**src/rtl/cp0_pkg.sv**
```systemverilog
// Shared CP0 definitions: register numbers, ExcCode values, Status/Cause
// field positions and the per-cycle control action encoding.
package cp0_pkg;

    localparam logic [4:0] REG_COUNT   = 5'd9;
    localparam logic [4:0] REG_COMPARE = 5'd11;
    localparam logic [4:0] REG_STATUS  = 5'd12;
    localparam logic [4:0] REG_CAUSE   = 5'd13;
    localparam logic [4:0] REG_EPC     = 5'd14;

    localparam logic [4:0] EXC_INT  = 5'd0;
    localparam logic [4:0] EXC_TLBL = 5'd2;
    localparam logic [4:0] EXC_ADEL = 5'd4;
    localparam logic [4:0] EXC_SYS  = 5'd8;
    localparam logic [4:0] EXC_RI   = 5'd10;
    localparam logic [4:0] EXC_OV   = 5'd12;

    localparam int STATUS_IE_BIT     = 0;
    localparam int STATUS_IM_LO      = 8;
    localparam int STATUS_IM_HI      = 15;
    localparam int STATUS_PUSH_SHIFT = 5;

    localparam int CAUSE_OVF_BIT = 31;
    localparam int CAUSE_TI_BIT  = 30;
    localparam int CAUSE_IP_HI   = 15;
    localparam int CAUSE_IP_LO   = 8;
    localparam int CAUSE_SW_HI   = 9;
    localparam int CAUSE_SW_LO   = 8;
    localparam int CAUSE_HW_LO   = 10;
    localparam int CAUSE_EXC_HI  = 6;
    localparam int CAUSE_EXC_LO  = 2;

    typedef enum logic [1:0] {
        ACT_NONE,
        ACT_ENTRY,
        ACT_ERET,
        ACT_DROP
    } cp0_act_e;

    // An interrupt is requested when IE is set and any pending line is unmasked.
    function automatic logic int_request(input logic [31:0] status, input logic [7:0] pending);
        return status[STATUS_IE_BIT] & (|(pending & status[STATUS_IM_HI:STATUS_IM_LO]));
    endfunction

endpackage

```
**src/rtl/cp0_save_stack.sv**
```systemverilog
// LIFO holding the {Status, EPC} context of each nested exception level.
module cp0_save_stack
    import cp0_pkg::*;
#(
    parameter int DEPTH = 2,
    parameter int WIDTH = 64
) (
    input  logic             clk,
    input  logic             reset,
    input  logic             i_push,
    input  logic             i_pop,
    input  logic [WIDTH-1:0] i_data,
    output logic [WIDTH-1:0] o_top,
    output logic [3:0]       o_level,
    output logic             o_full
);

    localparam int AW = (DEPTH > 1) ? $clog2(DEPTH) : 1;

    logic [WIDTH-1:0] r_mem [DEPTH];
    logic [3:0]       r_level;
    logic [AW-1:0]    w_top_idx;
    logic [AW-1:0]    w_push_idx;

    assign w_top_idx  = AW'(r_level - 4'd1);
    assign w_push_idx = AW'(r_level);
    assign o_level    = r_level;
    assign o_full     = (r_level == 4'(DEPTH));
    assign o_top      = (r_level != 4'd0) ? r_mem[w_top_idx] : '0;

    // Push stores at the current level and grows; pop only shrinks the level.
    always_ff @(posedge clk) begin
        if (reset) begin
            for (int i = 0; i < DEPTH; i++) begin
                r_mem[i] <= '0;
            end
            r_level <= 4'd0;
        end else if (i_push && !o_full) begin
            r_mem[w_push_idx] <= i_data;
            r_level           <= r_level + 4'd1;
        end else if (i_pop && (r_level != 4'd0)) begin
            r_level <= r_level - 4'd1;
        end
    end

endmodule

```
**src/rtl/cp0_exc_ctrl.sv**
```systemverilog
// CP0 exception controller: Status/Cause/EPC, nested exception entry/return
// with a save stack, and mfc0/mtc0 access. Defining CP0_TIMER_EN adds the
// Count/Compare timer and its TI interrupt.
module cp0_exc_ctrl
    import cp0_pkg::*;
#(
    parameter int          NEST_DEPTH = 2,
    parameter int          IRQ_W      = 6,
    parameter logic [31:0] EXC_VECTOR = 32'h00400004,
    parameter logic [31:0] STATUS_RST = 32'h0000000F
) (
    input  logic             clk,
    input  logic             reset,
    input  logic             mfc0,
    input  logic             mtc0,
    input  logic [4:0]       addr,
    input  logic [31:0]      wdata,
    input  logic [31:0]      pc,
    input  logic             exc_req,
    input  logic [4:0]       exc_code,
    input  logic             eret,
    input  logic [IRQ_W-1:0] irq,
    output logic [31:0]      rdata,
    output logic [31:0]      status,
    output logic [31:0]      epc,
    output logic             redirect,
    output logic [31:0]      redirect_pc,
    output logic [3:0]       nest_lvl
);

    logic [31:0] r_status;
    logic [31:0] r_cause;
    logic [31:0] r_epc;
    logic [31:0] r_rdata;
    logic        r_redirect;
    logic [31:0] r_redirect_pc;

    logic [63:0] w_top;
    logic [3:0]  w_level;
    logic        w_full;
    logic [7:0]  w_irq_ext;
    logic        w_int_req;
    cp0_act_e    w_act;
    logic [4:0]  w_code;
    logic        w_busy;
    logic        w_wr_status;
    logic        w_wr_cause;
    logic        w_wr_epc;
    logic        w_ti_next;
    logic [31:0] w_read;

    assign w_irq_ext   = 8'(irq);
    assign w_int_req   = int_request(r_status, r_cause[CAUSE_IP_HI:CAUSE_IP_LO]);
    assign w_busy      = (w_act == ACT_ENTRY) || (w_act == ACT_ERET);
    assign w_wr_status = mtc0 && (addr == REG_STATUS) && !w_busy;
    assign w_wr_cause  = mtc0 && (addr == REG_CAUSE) && !w_busy;
    assign w_wr_epc    = mtc0 && (addr == REG_EPC) && !w_busy;

    // Arbitrate the cycle's control action: exception, then eret, then interrupt.
    always_comb begin
        w_act  = ACT_NONE;
        w_code = EXC_INT;
        if (exc_req) begin
            w_act  = w_full ? ACT_DROP : ACT_ENTRY;
            w_code = exc_code;
        end else if (eret) begin
            if (w_level != 4'd0) begin
                w_act = ACT_ERET;
            end
        end else if (w_int_req) begin
            w_act = w_full ? ACT_DROP : ACT_ENTRY;
        end
    end

    cp0_save_stack #(
        .DEPTH (NEST_DEPTH),
        .WIDTH (64)
    ) u_stack (
        .clk     (clk),
        .reset   (reset),
        .i_push  (w_act == ACT_ENTRY),
        .i_pop   (w_act == ACT_ERET),
        .i_data  ({r_status, r_epc}),
        .o_top   (w_top),
        .o_level (w_level),
        .o_full  (w_full)
    );

`ifdef CP0_TIMER_EN
    logic [31:0] r_count;
    logic [31:0] r_compare;
    logic        w_wr_count;
    logic        w_wr_compare;

    assign w_wr_count   = mtc0 && (addr == REG_COUNT);
    assign w_wr_compare = mtc0 && (addr == REG_COMPARE);

    // Count free-runs every cycle; software may reload Count or Compare.
    always_ff @(posedge clk) begin
        if (reset) begin
            r_count   <= 32'd0;
            r_compare <= 32'hFFFFFFFF;
        end else begin
            r_count <= w_wr_count ? wdata : r_count + 32'd1;
            if (w_wr_compare) begin
                r_compare <= wdata;
            end
        end
    end

    // TI latches on a Count/Compare match and is cleared by writing Compare.
    always_comb begin
        w_ti_next = r_cause[CAUSE_TI_BIT];
        if (r_count == r_compare) begin
            w_ti_next = 1'b1;
        end
        if (w_wr_compare) begin
            w_ti_next = 1'b0;
        end
    end
`else
    assign w_ti_next = 1'b0;
`endif

    // mfc0 source select; unimplemented registers read as zero.
    always_comb begin
        w_read = '0;
        case (addr)
            REG_STATUS:  w_read = r_status;
            REG_CAUSE:   w_read = r_cause;
            REG_EPC:     w_read = r_epc;
`ifdef CP0_TIMER_EN
            REG_COUNT:   w_read = r_count;
            REG_COMPARE: w_read = r_compare;
`endif
            default:     w_read = '0;
        endcase
    end

    // Status and EPC follow entry/return first, software writes otherwise.
    always_ff @(posedge clk) begin
        if (reset) begin
            r_status <= STATUS_RST;
            r_epc    <= 32'd0;
        end else begin
            case (w_act)
                ACT_ENTRY: begin
                    r_status <= r_status << STATUS_PUSH_SHIFT;
                    r_epc    <= pc;
                end
                ACT_ERET: begin
                    r_status <= w_top[63:32];
                    r_epc    <= w_top[31:0];
                end
                default: begin
                    if (w_wr_status) begin
                        r_status <= wdata;
                    end
                    if (w_wr_epc) begin
                        r_epc <= wdata;
                    end
                end
            endcase
        end
    end

    // Cause: sticky overflow, timer flag, sampled lines, sw bits, ExcCode.
    always_ff @(posedge clk) begin
        if (reset) begin
            r_cause <= 32'd0;
        end else begin
            if (w_act == ACT_DROP) begin
                r_cause[CAUSE_OVF_BIT] <= 1'b1;
            end else if (w_wr_cause) begin
                r_cause[CAUSE_OVF_BIT] <= 1'b0;
            end
            r_cause[CAUSE_TI_BIT]        <= w_ti_next;
            r_cause[CAUSE_HW_LO +: 8]    <= w_irq_ext | (8'(w_ti_next) << 5);
            if (w_wr_cause) begin
                r_cause[CAUSE_SW_HI:CAUSE_SW_LO] <= wdata[CAUSE_SW_HI:CAUSE_SW_LO];
            end
            if (w_act == ACT_ENTRY) begin
                r_cause[CAUSE_EXC_HI:CAUSE_EXC_LO] <= w_code;
            end
        end
    end

    // Redirect is a one-cycle pulse; the target is held between pulses.
    always_ff @(posedge clk) begin
        if (reset) begin
            r_redirect    <= 1'b0;
            r_redirect_pc <= EXC_VECTOR;
        end else begin
            r_redirect <= w_busy;
            if (w_act == ACT_ENTRY) begin
                r_redirect_pc <= EXC_VECTOR;
            end else if (w_act == ACT_ERET) begin
                r_redirect_pc <= r_epc;
            end
        end
    end

    // mfc0 result is captured on the strobe and held until the next read.
    always_ff @(posedge clk) begin
        if (reset) begin
            r_rdata <= 32'd0;
        end else if (mfc0) begin
            r_rdata <= w_read;
        end
    end

    assign rdata       = r_rdata;
    assign status      = r_status;
    assign epc         = r_epc;
    assign redirect    = r_redirect;
    assign redirect_pc = r_redirect_pc;
    assign nest_lvl    = w_level;

endmodule

```
**config.mk**
```make
export PLATFORM = sky130hd
export DESIGN_NAME = cp0_exc_ctrl
export DESIGN_NICKNAME = d
export VERILOG_FILES = /design/src/rtl/cp0_pkg.sv /design/src/rtl/cp0_save_stack.sv /design/src/rtl/cp0_exc_ctrl.sv
export SDC_FILE = /design/constraint.sdc
export NUM_CORES = 1
export LEC_CHECK = 0
export CORE_MARGIN = 5
export CORE_UTILIZATION = 40
export CTS_BUF_LIST = sky130_fd_sc_hd__clkbuf_4
export CTS_CLUSTER_DIAMETER = 40
export CTS_CLUSTER_SIZE = 14
export DETAILED_ROUTE_END_ITERATION = 7
export MAX_ROUTING_LAYER = met4
export PLACE_DENSITY = 0.66
export SYNTH_ARGS = -nofsm -noshare
export SYNTH_HDL_FRONTEND = slang
export SYNTH_SLANG_ARGS = --single-unit
```
**constraint.sdc**
```tcl
create_clock -name clk -period 3.1 [get_ports clk]
set_clock_uncertainty 0.2 [all_clocks]
set_input_delay 0.62 -clock clk [delete_from_list [all_inputs] [get_ports clk]]
set_output_delay 0.62 -clock clk [all_outputs]
set_load 0.05 [all_outputs]
```
==> results by stage, run 1 <==
Power:
- The analysis attributes to net switching a power of 0.00565 W.
- The sequential cell fraction of total power is 0.372.
- Of the total power, combinational logic draws 0.436.
- Overall power consumption after layout is estimated at 0.0139 W.
- The share of total power dissipated in the clock network is 0.192.
- Cell internal power was estimated by the tool at 0.00822 W.
- Of the total power, the share spent switching nets is 0.408.
- In this run the power density over the cells is 864 nW/um^2.
- Across the VDD grid, the largest voltage drop is 0.548 mV.
- The static leakage is 5.76 nW.

Floorplanning:
- In this run the core area contains 63 standard-cell rows.
- The initial utilization of the core area, before any placement, comes to 0.406.
- The die footprint is 33800 sq um.
- The die width is 184 um.
- The die is 184 um tall.
- For this design the top-level I/O count stands at 219.
- The placeable core area is 29700 sq um.

CTS:
- The later pin in the worst-skew pair is clocked with a latency of 0.65 ns.
- Counting along the longest clock path gives a buffer depth of 3.
- In this run, CTS created clock tree buffers numbering 40.
- After clock tree synthesis, the clock-pin slew on the worst setup and hold paths is 0.12 ns.
- The H-tree was split into 2 levels.
- The tree is rooted in a clkbuf_4.
- The TritonCTS clock tree is done.
- The total clock sinks is 275.
- The hold-fix buffer count after cts is 0.

Synth:
- Ranked by instance count, the synthesized netlist is headed by dfxtp_1, and2_1, edfxtp_1.
- Yosys instantiated no cell more often than dfxtp_1.
- The Yosys warning count is 0.
- The synthesized netlist net count is 1109.
- The number of different library cells used by synthesis comes to 45.
- The leading area contributor after synthesis is edfxtp_1.
- In the post-synthesis netlist, the biggest area contributors are edfxtp_1, dfxtp_1, mux2_2.
- The share of synthesized area in the top cell type comes to 0.318.
- The sequential element share of the synthesized area is 0.562.
- The count of flip-flops with a built-in enable after synthesis is 128.
- The flip-flop cell with the highest count after synthesis is dfxtp_1.
- The flip-flop and latch count after synthesis is 275.
- The post-synth design cell area is 12100 sq um.
- In the synthesized netlist, the number of instances is 1016.
- Each instance of the synthesized netlist takes up on average 11.9 sq um.
- The share of synthesized registers carrying an async set or reset is 0.

STA:
- The final count of pins violating max slew is 0.
- Counting I/O delays and the setup requirement, the final critical path takes 2.94 ns.
- The count of final hold-check violations came to 0.
- For the pin with the worst max-slew slack, the measured transition is 1.04 ns.
- In this run the tightest slew margin relative to its limit is 0.304.
- The post-route clock period utilization is 0.948.
- The highest achievable clock rate is 0.340 GHz.
- Setup repair after global routing could not meet its margin everywhere.
- In the post-route analysis, the smallest setup slack over all paths is 0.161 ns.
- Setup violations remaining at the end of the flow were counted as 0.
- Setup total negative slack on the finished layout was measured at 0 ns.

Final layout:
- In the final layout, the share of cells above drive strength 1 is 0.225.
- The register area is 6800 sq um.
- The area used by multi-input combinational logic is 4900 sq um.
- The number of filler cells placed in the layout is 2582.
- The area growth from synthesis to layout is 33.0%.
- Measured on the finished design, the core utilization comes to 0.540.
- The post-route standard cell area excluding fillers is 16100 sq um.
- At the end of the flow, the number of nets in the layout was 1364.

GRT:
- The total overflow left after global routing is 0.
- For this run, the total global-route usage over all layers was measured as 0.215.
- The initial antenna violation count was 2.
- The number of global-route vias before repair came to 9354.
- The maximum number of pins on one net before global-route repair is 70.
- The wire length of the first global-routing pass is 55400 um.

Critical path:
- Along the worst path, the maximum fanout reaches 69.
- The number of buffers and inverters on the critical path is 2.
- The cell with the largest stage delay on the worst path is buf_4.
- The delay contributed by the slowest stage of the critical path is 0.77 ns.
- The worst setup path is of the flip-flop to output port kind.
- The signal on the critical path passes through buf_4 > buf_4.
- The cell repeated most along the worst path is buf_4.
- The worst setup path is captured at an output port.
- The family with the most delay on the worst path is buffers and inverters.
- The critical path arrival is 2.12 ns.
- The required time at the worst-slack endpoint is 2.28 ns.
- The category of the worst setup path launch point is a flip-flop.

Drt:
- The detailed router finished its first iteration with 1117 violations.
- The number of detailed-routing iterations run before antenna repair is 6.
- The vias after detailed routing is 9474.
- The detailed-route vias per instance is 5.60.
- Once detail routing completed, the nets flagged for antenna violations numbered 0.
- The sum of routed wire length over all layers is 37200 um.
- In the final routed layout, each cell accounts on average for 22.0 um.
- The post-detailed-route DRC marker count is 0.

Placement:
- Once detailed placement completed, the half-perimeter wirelength came to 24800 um.
- After detailed placement, the total cell area comes to 15300 sq um.
- The setup slack after placement is -0.251 ns.
- The global placer's final weighted congestion is 0.805.
- The number of buffers inserted by port buffering is 218.

Run:
- Across the run, the number of max-cap violations was 0.

Outcome:
- The flow ran to the end, and the final reports show no timing, DRC or antenna violations.

Hold path:
- The class of the most critical hold timing path is input pin to flip-flop.
logic make-up after synthesis:
family / share of synthesized area
fa+ha+maj: 0.00725
simple gates: 0.135
buf+inv: 0.0362
xor+xnor: 0.000726
mux: 0.101
flops: 0.562
compound gates: 0.157
worst paths after layout:
| kind | startpoint | endpoint | cells past startpoint | slack, ns |
|---|---|---|---|---|
| min | reset | r_cause[5] | 2 | 0.21 |
| max reg2reg | u_stack.o_level[0] | status[6] | 13 | 0.17 |
| max | u_stack.o_level[0] | nest_lvl[0] | 2 | 0.16 |
| min reg2reg | r_cause[5] | r_cause[5] | 2 | 0.28 |
what timing repair did:
item / CTS / global route
gates resized for setup: 0 / 3
hold endpoints to repair: 0 / 0
buffers inserted: 0 / 6
setup endpoints to repair: 0 / 48
cell usage in the layout (no fill, tap or decap), types with 6 or more instances in the layout:
cell,Yosys,routed
a211oi_1,51,51
a211oi_2,28,28
a21oi_1,26,26
a222oi_1,59,59
a22oi_1,28,28
a32oi_1,14,14
and2_1,129,129
buf_12,0,23
buf_4,3,63
clkbuf_4,0,44
clkdlybuf4s50_1,0,215
dfxtp_1,147,137
dfxtp_2,0,9
edfxtp_1,128,128
ha_1,7,6
inv_1,6,6
inv_6,0,9
mux2_2,79,79
mux2i_1,32,32
nand2b_1,19,19
nand3_1,6,6
nor2_1,117,117
nor2b_1,11,10
final cells by class:
cell class | count | share of cell area
Timing Repair Buffer | 306 | 0.198
Clock inverter | 28 | 0.0203
Multi-Input combinational cell | 641 | 0.305
Clock buffer | 44 | 0.0206
Sequential cell | 275 | 0.424
Antenna cell | 2 | 0.000312
Inverter | 7 | 0.00164
Tap cell | 390 | 0.0304
layer usage:
| metal | GRT usage | up-vias | routed length (um) | part of all wire |
|---|---|---|---|---|
| li1 | - | 4345 | - | - |
| met3 | 0.0368 | 62 | 2410 | 0.065 |
| met2 | 0.341 | 368 | 17700 | 0.48 |
| met5 | - | - | 0 | 0 |
| met4 | 0.0594 | 0 | 828 | 0.022 |
| met1 | 0.287 | 4699 | 16300 | 0.44 |
stage by stage:
stage,cells,hold slack (ns)
after detailed placement,1610,0.257
after global routing,1693,0.202
after CTS,1682,0.178
after global placement,1610,0.253
after floorplan,1016,0.242
final,1693,0.211
sequential cells by signal, indices dropped and copies added (netlist names):
signal,cells
epc,32
u_stack.r_mem,128
status,32
u_stack.o_level,4
rdata,32
r_cause,14
redirect,1
redirect_pc,32
power by group through the flow:
stage / clock (W) / sequential (W) / combinational (W)
after CTS: 0.00272 / 0.00516 / 0.00587
final: 0.00266 / 0.00516 / 0.00605
after detailed placement: 0 / 0.00525 / 0.00584
after global placement: 0 / 0.00522 / 0.00577
after floorplan: 0 / 0.00621 / 0.00249
after global routing: 0.00288 / 0.00525 / 0.00639
(Power assumes the default switching activity.)
==> run 2: changes to the inputs <==
--- a/config.mk
+++ b/config.mk
@@ -5,12 +5,14 @@
 export SDC_FILE = /design/constraint.sdc
 export NUM_CORES = 1
 export LEC_CHECK = 0
+export ABC_AREA = 1
 export CORE_MARGIN = 5
 export CORE_UTILIZATION = 40
 export CTS_BUF_LIST = sky130_fd_sc_hd__clkbuf_4
 export CTS_CLUSTER_DIAMETER = 40
 export CTS_CLUSTER_SIZE = 14
 export DETAILED_ROUTE_END_ITERATION = 7
+export GPL_TIMING_DRIVEN = 0
 export MAX_ROUTING_LAYER = met4
 export PLACE_DENSITY = 0.66
 export SYNTH_ARGS = -nofsm -noshare
==> results by stage, run 2 <==
Placement:
- The placed wire-length estimate came to 32600 um (+31%).
- The number of buffers inserted by port buffering is 216 (-0.92%).
- The global placer's final weighted congestion is 0.919 (+14%).

STA:
- The max-slew headroom at the worst pin was 0.0837 (-0.221).
- The setup violation total in the final timing report was 0 (unchanged).
- Setup repair after global routing left no endpoint under its margin.
- The slew at the pin with the worst max-slew slack is 1.37 ns (+0.331 ns).
- The highest achievable clock rate came to 0.333 GHz (-2.1%).
- The final count of pins violating max slew is 0 (unchanged).
- The post-route clock period utilization is 0.968 (+0.0202).
- The shortest period the worst path allows is 3.00 ns (+0.0626 ns).
- The count of final hold-check violations is 0 (unchanged).
- The worst hold slack across all endpoints is 0.126 ns (-0.0854 ns).

Critical path:
- The required time at the worst-slack endpoint came to 3.18 ns (+0.90 ns).
- STA classifies the critical path startpoint as a flip-flop.
- The worst reg-to-reg path cell count is 15 (+2).
- The launching instance or port of the critical path is u_stack.o_level[0].
- The worst setup path endpoint is u_stack.r_mem[1][18].
- The highest net fanout along the worst path came to 32 (-54%).
- The terminus of the critical flop-to-flop path is u_stack.r_mem[1][18].
- The worst-case register-to-register setup slack is 0.1 ns (-0.07 ns).
- The worst setup path is captured at a flip-flop.
- The critical path arrival is 3.08 ns (+0.96 ns).
- The kind of critical path is flip-flop to flip-flop.
- The startpoint of the lowest-slack register-to-register path is u_stack.o_level[0].

Final layout:
- The top register by number of flip-flops is u_stack.r_mem.
- The fraction of layout instances using a drive strength above 1 came to 0.102 (-0.123).
- The flip-flop count of the largest register after layout came to 128 (unchanged).
- Compared with the post-synthesis result, the final layout area differs by 28.7%.
- Leaving out fill and tap cells, the most frequent cells in the layout are nor2_1, nand2_1, clkdlybuf4s50_1.
- The number of filler cells placed in the layout is 2906 (+13%).
- The post-layout utilization of the core was 0.518 (-0.0223).
- The total number of nets in the final design is 1846 (+35%).

Synth:
- The count of flip-flops with a built-in enable after synthesis was 128 (unchanged).
- Sorting the synthesized cells by how often they occur yields nand2_1, nor2_1, nand3_1.
- Sorting the synthesized cells by area gives the leading types as edfxtp_1, dfxtp_1, nand3_1.
- The portion of synthesized cell area occupied by the leading cell type was 0.314 (-0.00446).
- The share of synthesized registers carrying an async set or reset is 0 (unchanged).
- For this run, the leading register cell type out of synthesis is dfxtp_1.
- The Yosys warning count is 0 (unchanged).
- The distinct cell type count after synthesis is 24 (-47%).
- The post-synth design cell area is 12200 sq um (+1.4%).
- The flip-flop and latch count after synthesis was 275 (unchanged).
- The sequential element share of the synthesized area is 0.554 (-0.00787).
- The synthesized netlist net count is 1587 (+43%).
- The leading area contributor after synthesis is edfxtp_1.
- The gate count after technology mapping is 1494 (+47%).
- Among all cell types in the netlist, the one instantiated most often is nand2_1.
- The per-instance average area after synthesis is 8.20 sq um (-31%).

CTS:
- The TritonCTS clock tree is done.
- The hold-fix buffer count after cts was 0 (unchanged).
- The total number of H-tree levels is 2 (unchanged).
- The number of buffers on the longest clock path was 3 (unchanged).
- The root cell of the clock tree is clkbuf_4.
- The clock slew seen by the registers of the worst setup and hold paths is 0.11 ns (about the same).
- The clock buffer count from CTS is 38 (-5.0%).
- The clock latency of the later-clocked register in the worst-skew pair was 0.70 ns (+0.05 ns).
- The total clock sinks was 275 (unchanged).

Drt:
- The vias after detailed routing is 11800 (+25%).
- The number of detailed-routing iterations run before antenna repair is 6 (unchanged).
- The sum of routed wire length over all layers was 45700 um (+23%).
- The post-detailed-route DRC marker count is 0 (unchanged).
- The detailed-route vias per instance is 5.42 (-3.1%).
- The remaining antenna violation count after routing was 0 (unchanged).
- The number of DRC violations after detailed-routing iteration 0 is 1445 (+29%).
- The detail-routed net length per standard cell was 21.0 um (-4.6%).

GRT:
- The fraction of met1 tracks used by global routing came to 0.357 (+0.0698).
- The met2 layer usage reported by global route is 0.415 (+0.0746).
- The routing usage on met3 is 0.0418 (+0.00503).
- The number of global-route vias before repair is 11400 (+22%).
- The initial antenna violation count is 1 (-1).
- The maximum number of pins on one net before global-route repair is 33 (-53%).
- The wire length of the first global-routing pass is 67100 um (+21%).
- The global route total overflow is 0 (unchanged).
- The total global-route track usage is 0.266 (+0.0512).
- The most used routing layer in global routing is met2.

Power:
- The power density normalized to cell area was 934 nW/um^2 (+8.1%).
- The total power was 0.0147 W (+6.1%).
- The worst ir drop on vdd is 0.532 mV (-3.1%).
- The static leakage was 5.97 nW (+3.6%).

Outcome:
- The run finished with clean final reports.

Floorplanning:
- The placeable core area is 30400 sq um (+2.4%).
- The initial standard-cell utilization of the core is 0.402 (-0.00387).
- The standard-cell row count is 64 (+1.6%).
- The number of ports placed on the die boundary is 219 (unchanged).
- The die footprint is 34200 sq um (+1.3%).
- The die width is 185 um (+0.67%).
- The height of the chip is 185 um (+0.67%).

Hold path:
- The hold-critical path depth is 2 (unchanged).
- The min-delay analysis places its worst path in the category input pin to flip-flop.

Run:
- The count of maximum capacitance violations is 0 (unchanged).
[run 2: changes by cell type in the layout (fill, tap and decap cells not counted), moves of 77 or more]
cell | before | now
mux2_2 | 79 | 0
nand2_1 | 1 | 263
nor2_1 | 117 | 263
o21ai_1 | 0 | 91
and2_1 | 129 | 0
a21oi_1 | 26 | 129
nand3_1 | 6 | 203
inv_1 | 6 | 83
[run 2: worst min path at each step]
| stage | startpoint | endpoint | slack, ns |
|---|---|---|---|
| after detailed placement | rdata[22] | rdata[22] | 0.26 |
| after CTS | reset | u_stack.o_level[2] | 0.08 |
| after global placement | r_cause[6] | r_cause[6] | 0.24 |
| after floorplan | r_cause[2] | r_cause[2] | 0.23 |
| after global routing | reset | u_stack.o_level[2] | 0.12 |
| final | reset | u_stack.o_level[2] | 0.13 |
[run 2: logic make-up after synthesis]
group | after synthesis | synth area share
DFF | 275 | 0.554
xor gates and xnor gates | 3 | 0.00215
and+or+nand+nor | 753 | 0.258
adders and majority gates | 7 | 0.00715
AOI/OAI and AO/OA | 259 | 0.106
buffers and inverters | 197 | 0.0725
[run 2: layer usage]
| metal | wire length [um] | part of all wire |
|---|---|---|
| met5 | 0 | 0 |
| met4 | 1660 | 0.036 |
| met3 | 4470 | 0.098 |
| met2 | 20900 | 0.46 |
| met1 | 18700 | 0.41 |
[run 2: what timing repair did]
| item | 4_1_cts | 5_1_grt |
|---|---|---|
| resized for setup | 26 | 32 |
| setup buffers | 0 | 2 |
| pin swaps | 0 | 1 |
| endpoints found under the setup margin | 327 | 221 |
| gates cloned | 2 | 0 |
[run 2: per-stage QoR]
step	cell area [sq um]	cells	setup TNS [ns]	setup slack [ns]
6_report	15800	2179	0	0.0984
5_1_grt	15800	2179	0	0.00240
4_1_cts	15700	2177	0	0.00452
3_5_place_dp	14900	2106	-109.13	-0.577
3_3_place_gp	14900	2106	-98.56	-0.580
2_1_floorplan	12300	1494	0	0.187
[run 2: final cells by class]
cell class | instances | area [sq um] | share of cell area
diodes | 1 | 2.50 | 0.000159
clock buffers | 42 | 315 | 0.0200
inverters | 92 | 345 | 0.0219
well taps | 396 | 495 | 0.0314
flip-flops and latches | 275 | 6810 | 0.432
multi-input cells | 1024 | 4660 | 0.296
plain buffers | 104 | 617 | 0.0391
repair buffers | 218 | 2180 | 0.138
clock inverters | 27 | 337 | 0.0214
[run 2: worst max-delay path, cell delays in order (launching register included)]
cell and delay, ns:
dfxtp_4 0.36, inv_2 0.08, clkbuf_8 0.20, ha_1 0.18, nand3_2 0.12, inv_1 0.07, nand2_1 0.05, nand2_1 0.11
inv_1 0.05, ha_1 0.21, nand2_2 0.15, nor2_4 0.06, nand2_2 0.09, buf_8 0.19, buf_8 0.20, nand2_8 0.21
[run 2: power by group]
group | switching [W] | internal, W | total (W)
registers | 0.000718 | 0.00461 | 0.00533
clock network | 0.00150 | 0.00124 | 0.00273
logic | 0.00477 | 0.00189 | 0.00666
==> run 3: changes to the inputs <==
--- a/config.mk
+++ b/config.mk
@@ -5,7 +5,7 @@
 export SDC_FILE = /design/constraint.sdc
 export NUM_CORES = 1
 export LEC_CHECK = 0
-export ABC_AREA = 1
+export CAP_MARGIN = 20
 export CORE_MARGIN = 5
 export CORE_UTILIZATION = 40
 export CTS_BUF_LIST = sky130_fd_sc_hd__clkbuf_4
==> results by stage, run 3 (same netlist as run 1, synthesis figures left out) <==
Outcome:
- The run finished with clean final reports.

Floorplanning:
- The standard-cell row count is 63 (-1.6%).
- The height of the chip is 184 um (-0.66%).
- The number of ports placed on the die boundary is 219 (unchanged).
- The initial standard-cell utilization of the core is 0.406 (+0.00387).
- The die footprint is 33800 sq um (-1.3%).
- The placeable core area is 29700 sq um (-2.3%).
- The die width is 184 um (-0.66%).

Critical path:
- The number of buffers and inverters on the critical path came to 6 (unchanged).
- The worst reg-to-reg path cell count is 13 (-2).
- The slowest stage of the critical path is the dfxtp_4 cell.
- The worst-case register-to-register setup slack is 0.06 ns (-0.04 ns).
- The highest net fanout along the worst path is 10 (-69%).
- The kind of critical path is flip-flop to flip-flop.
- The cell repeated most along the worst path is buf_6.
- The category of the worst setup path launch point is a flip-flop.
- In this run the critical register-to-register path is captured at status[29].
- STA classifies the critical path endpoint as a flip-flop.
- The delay contributed by the slowest stage of the critical path was 0.38 ns (+0.02 ns).
- Walking the worst path, the cells encountered are inv_4 > ha_1 > or3b_1 > buf_2 > o32ai_2 > ha_1 > buf_6 > nor2b_1 > buf_4 > buf_6 > buf_6 > a222oi_1 > a211oi_1.
- The cell family contributing the most delay on the critical path is buffers and inverters.
- The launching instance or port of the critical path is u_stack.o_level[0].
- The critical path arrival is 3.39 ns (+0.31 ns).
- The required time at the worst-slack endpoint is 3.46 ns (+0.28 ns).
- In this run the critical register-to-register path is launched from u_stack.o_level[0].

Final layout:
- The fraction of layout instances using a drive strength above 1 is 0.228 (+0.126).
- The area used by multi-input combinational logic came to 4990 sq um (+7.0%).
- u_stack.r_mem holds more flip-flops than any other register.
- The commonest non-fill, non-tap cell in the layout is clkdlybuf4s50_1.
- The final non-filler cell total is 1738 (-20%).
- The total number of nets in the final design is 1408 (-24%).
- The post-route standard cell area excluding fillers is 16100 sq um (+2.3%).
- The flip-flop count of the largest register after layout came to 128 (unchanged).
- The top cell types in the final layout, fill and taps aside, are clkdlybuf4s50_1, dfxtp_1, and2_1.
- The area growth from synthesis to layout is 33.5%.
- The register area is 6820 sq um (+0.15%).
- The number of filler cells placed in the layout is 2606 (-10%).

CTS:
- The root cell of the clock tree is clkbuf_4.
- The total clock sinks is 275 (unchanged).
- The clock slew seen by the registers of the worst setup and hold paths is 0.11 ns (about the same).
- The total number of H-tree levels came to 2 (unchanged).
- TritonCTS built the clock tree.
- The hold-fix buffer count after cts was 0 (unchanged).
- The clock latency of the later-clocked register in the worst-skew pair is 0.68 ns (-0.02 ns).
- The number of buffers on the longest clock path is 3 (unchanged).
- The clock buffer count from CTS was 39 (+2.6%).

Hold path:
- The hold-critical path depth came to 3 (+1).
- The worst hold path terminates at r_cause[4].
- The class of the most critical hold timing path is input pin to flip-flop.
- The source of the worst hold timing path is exc_req.

Drt:
- The remaining antenna violation count after routing is 0 (unchanged).
- The sum of routed wire length over all layers was 42200 um (-7.6%).
- The number of DRC violations after detailed-routing iteration 0 is 1155 (-20%).
- The number of detailed-routing iterations run before antenna repair is 7 (+1).
- The post-detailed-route DRC marker count is 0 (unchanged).
- The detail-routed net length per standard cell came to 24.3 um (+16%).
- The detailed-route vias per instance is 5.74 (+5.8%).
- The vias after detailed routing is 9971 (-16%).

STA:
- The setup violation total in the final timing report is 0 (unchanged).
- The shortest period the worst path allows is 3.04 ns (+0.0359 ns).
- The count of final hold-check violations was 0 (unchanged).
- The slew at the pin with the worst max-slew slack came to 1.10 ns (-0.273 ns).
- The max-slew headroom at the worst pin is 0.262 (+0.178).
- Setup repair after global routing could not meet its margin everywhere.
- The final count of pins violating max slew was 0 (unchanged).
- The highest achievable clock rate is 0.329 GHz (-1.2%).
- The post-route clock period utilization is 0.980 (+0.0116).

GRT:
- The maximum number of pins on one net before global-route repair came to 19 (-42%).
- The initial antenna violation count is 2 (+1).
- The wire length of the first global-routing pass came to 61800 um (-7.9%).
- The total global-route track usage was 0.246 (-0.0203).
- The number of global-route vias before repair is 10000 (-12%).
- The global route total overflow is 0 (unchanged).

Power:
- The power density normalized to cell area is 867 nW/um^2 (-7.2%).
- The static leakage is 5.80 nW (-2.8%).
- The worst ir drop on vdd is 0.390 mV (-27%).

Placement:
- The number of buffers inserted by port buffering came to 216 (unchanged).
- The instance area at placement is 14800 sq um (-1.2%).
- The count of placed standard cells including taps is 1622 (-23%).
- The placed wire-length estimate is 28200 um (-13%).
- The global placer's final weighted congestion was 0.879 (-4.4%).

Run:
- The count of maximum capacitance violations was 0 (unchanged).
run 3: layout make-up:
type | count | share of cell area
sequential | 275 | 0.423
multi-input combinational | 650 | 0.310
clock buffer | 47 | 0.0219
tap | 390 | 0.0303
timing repair buffer | 250 | 0.159
clock inverter | 25 | 0.0178
buffer | 92 | 0.0362
antenna | 2 | 0.000311
inverter | 7 | 0.00179
run 3: layer usage:
metal  vias to the layer above  part of all wire  GRT usage  wire [um]
li1                       4445                 -          -          -
met1                      4932              0.41      0.321      17400
met2                       519              0.47      0.388      19900
met3                        75             0.092     0.0509       3880
met4                         0             0.025     0.0760       1040
met5                         -                 0          -          0
run 3: worst min-delay path: cells and delay by family:
kind | cells | cell delay, ns
buffers and inverters | 1 | 0.21
AOI/OAI and AO/OA | 1 | 0.06
and+or+nand+nor | 1 | 0.15
run 3: how the worst max path moves through the flow:
stage	end	slack, ns	cells after the start
after floorplan	u_stack.r_mem[0][0]	0.02	9
after global placement	u_stack.r_mem[1][18]	-1.01	10
after detailed placement	u_stack.r_mem[0][20]	-1.07	10
after CTS	epc[4]	0.0005	12
after global routing	epc[17]	-0.07	13
final	status[29]	0.06	13
run 3: per-stage QoR:
stage / TNS, ns / hold WS (ns) / utilization / worst slack [ns] / total power [W]
floorplan: 0 / 0.242 / - / 0.0178 / 0.00870
global placement: -239.77 / 0.254 / 0.496 / -1.01 / 0.0107
detailed placement: -262.42 / 0.256 / 0.496 / -1.07 / 0.0108
CTS: 0 / 0.188 / 0.530 / 0.000521 / 0.0136
global route: -1.52 / 0.198 / 0.542 / -0.0745 / 0.0145
finish: 0 / 0.202 / 0.542 / 0.0626 / 0.0140
run 3: what timing repair did:
action                                  4_1_cts  5_1_grt
pin swaps                                     8       16
gates resized for setup                      63       73
endpoints found under the setup margin      325      343
buffers inserted                             11       21
gates cloned                                  8        3
run 3: where the power goes:
part | switching, W | internal [W] | total (W)
sequential | 0.000731 | 0.00454 | 0.00527
clock | 0.00143 | 0.00121 | 0.00264
combinational | 0.00369 | 0.00238 | 0.00607
total | 0.00585 | 0.00813 | 0.0140
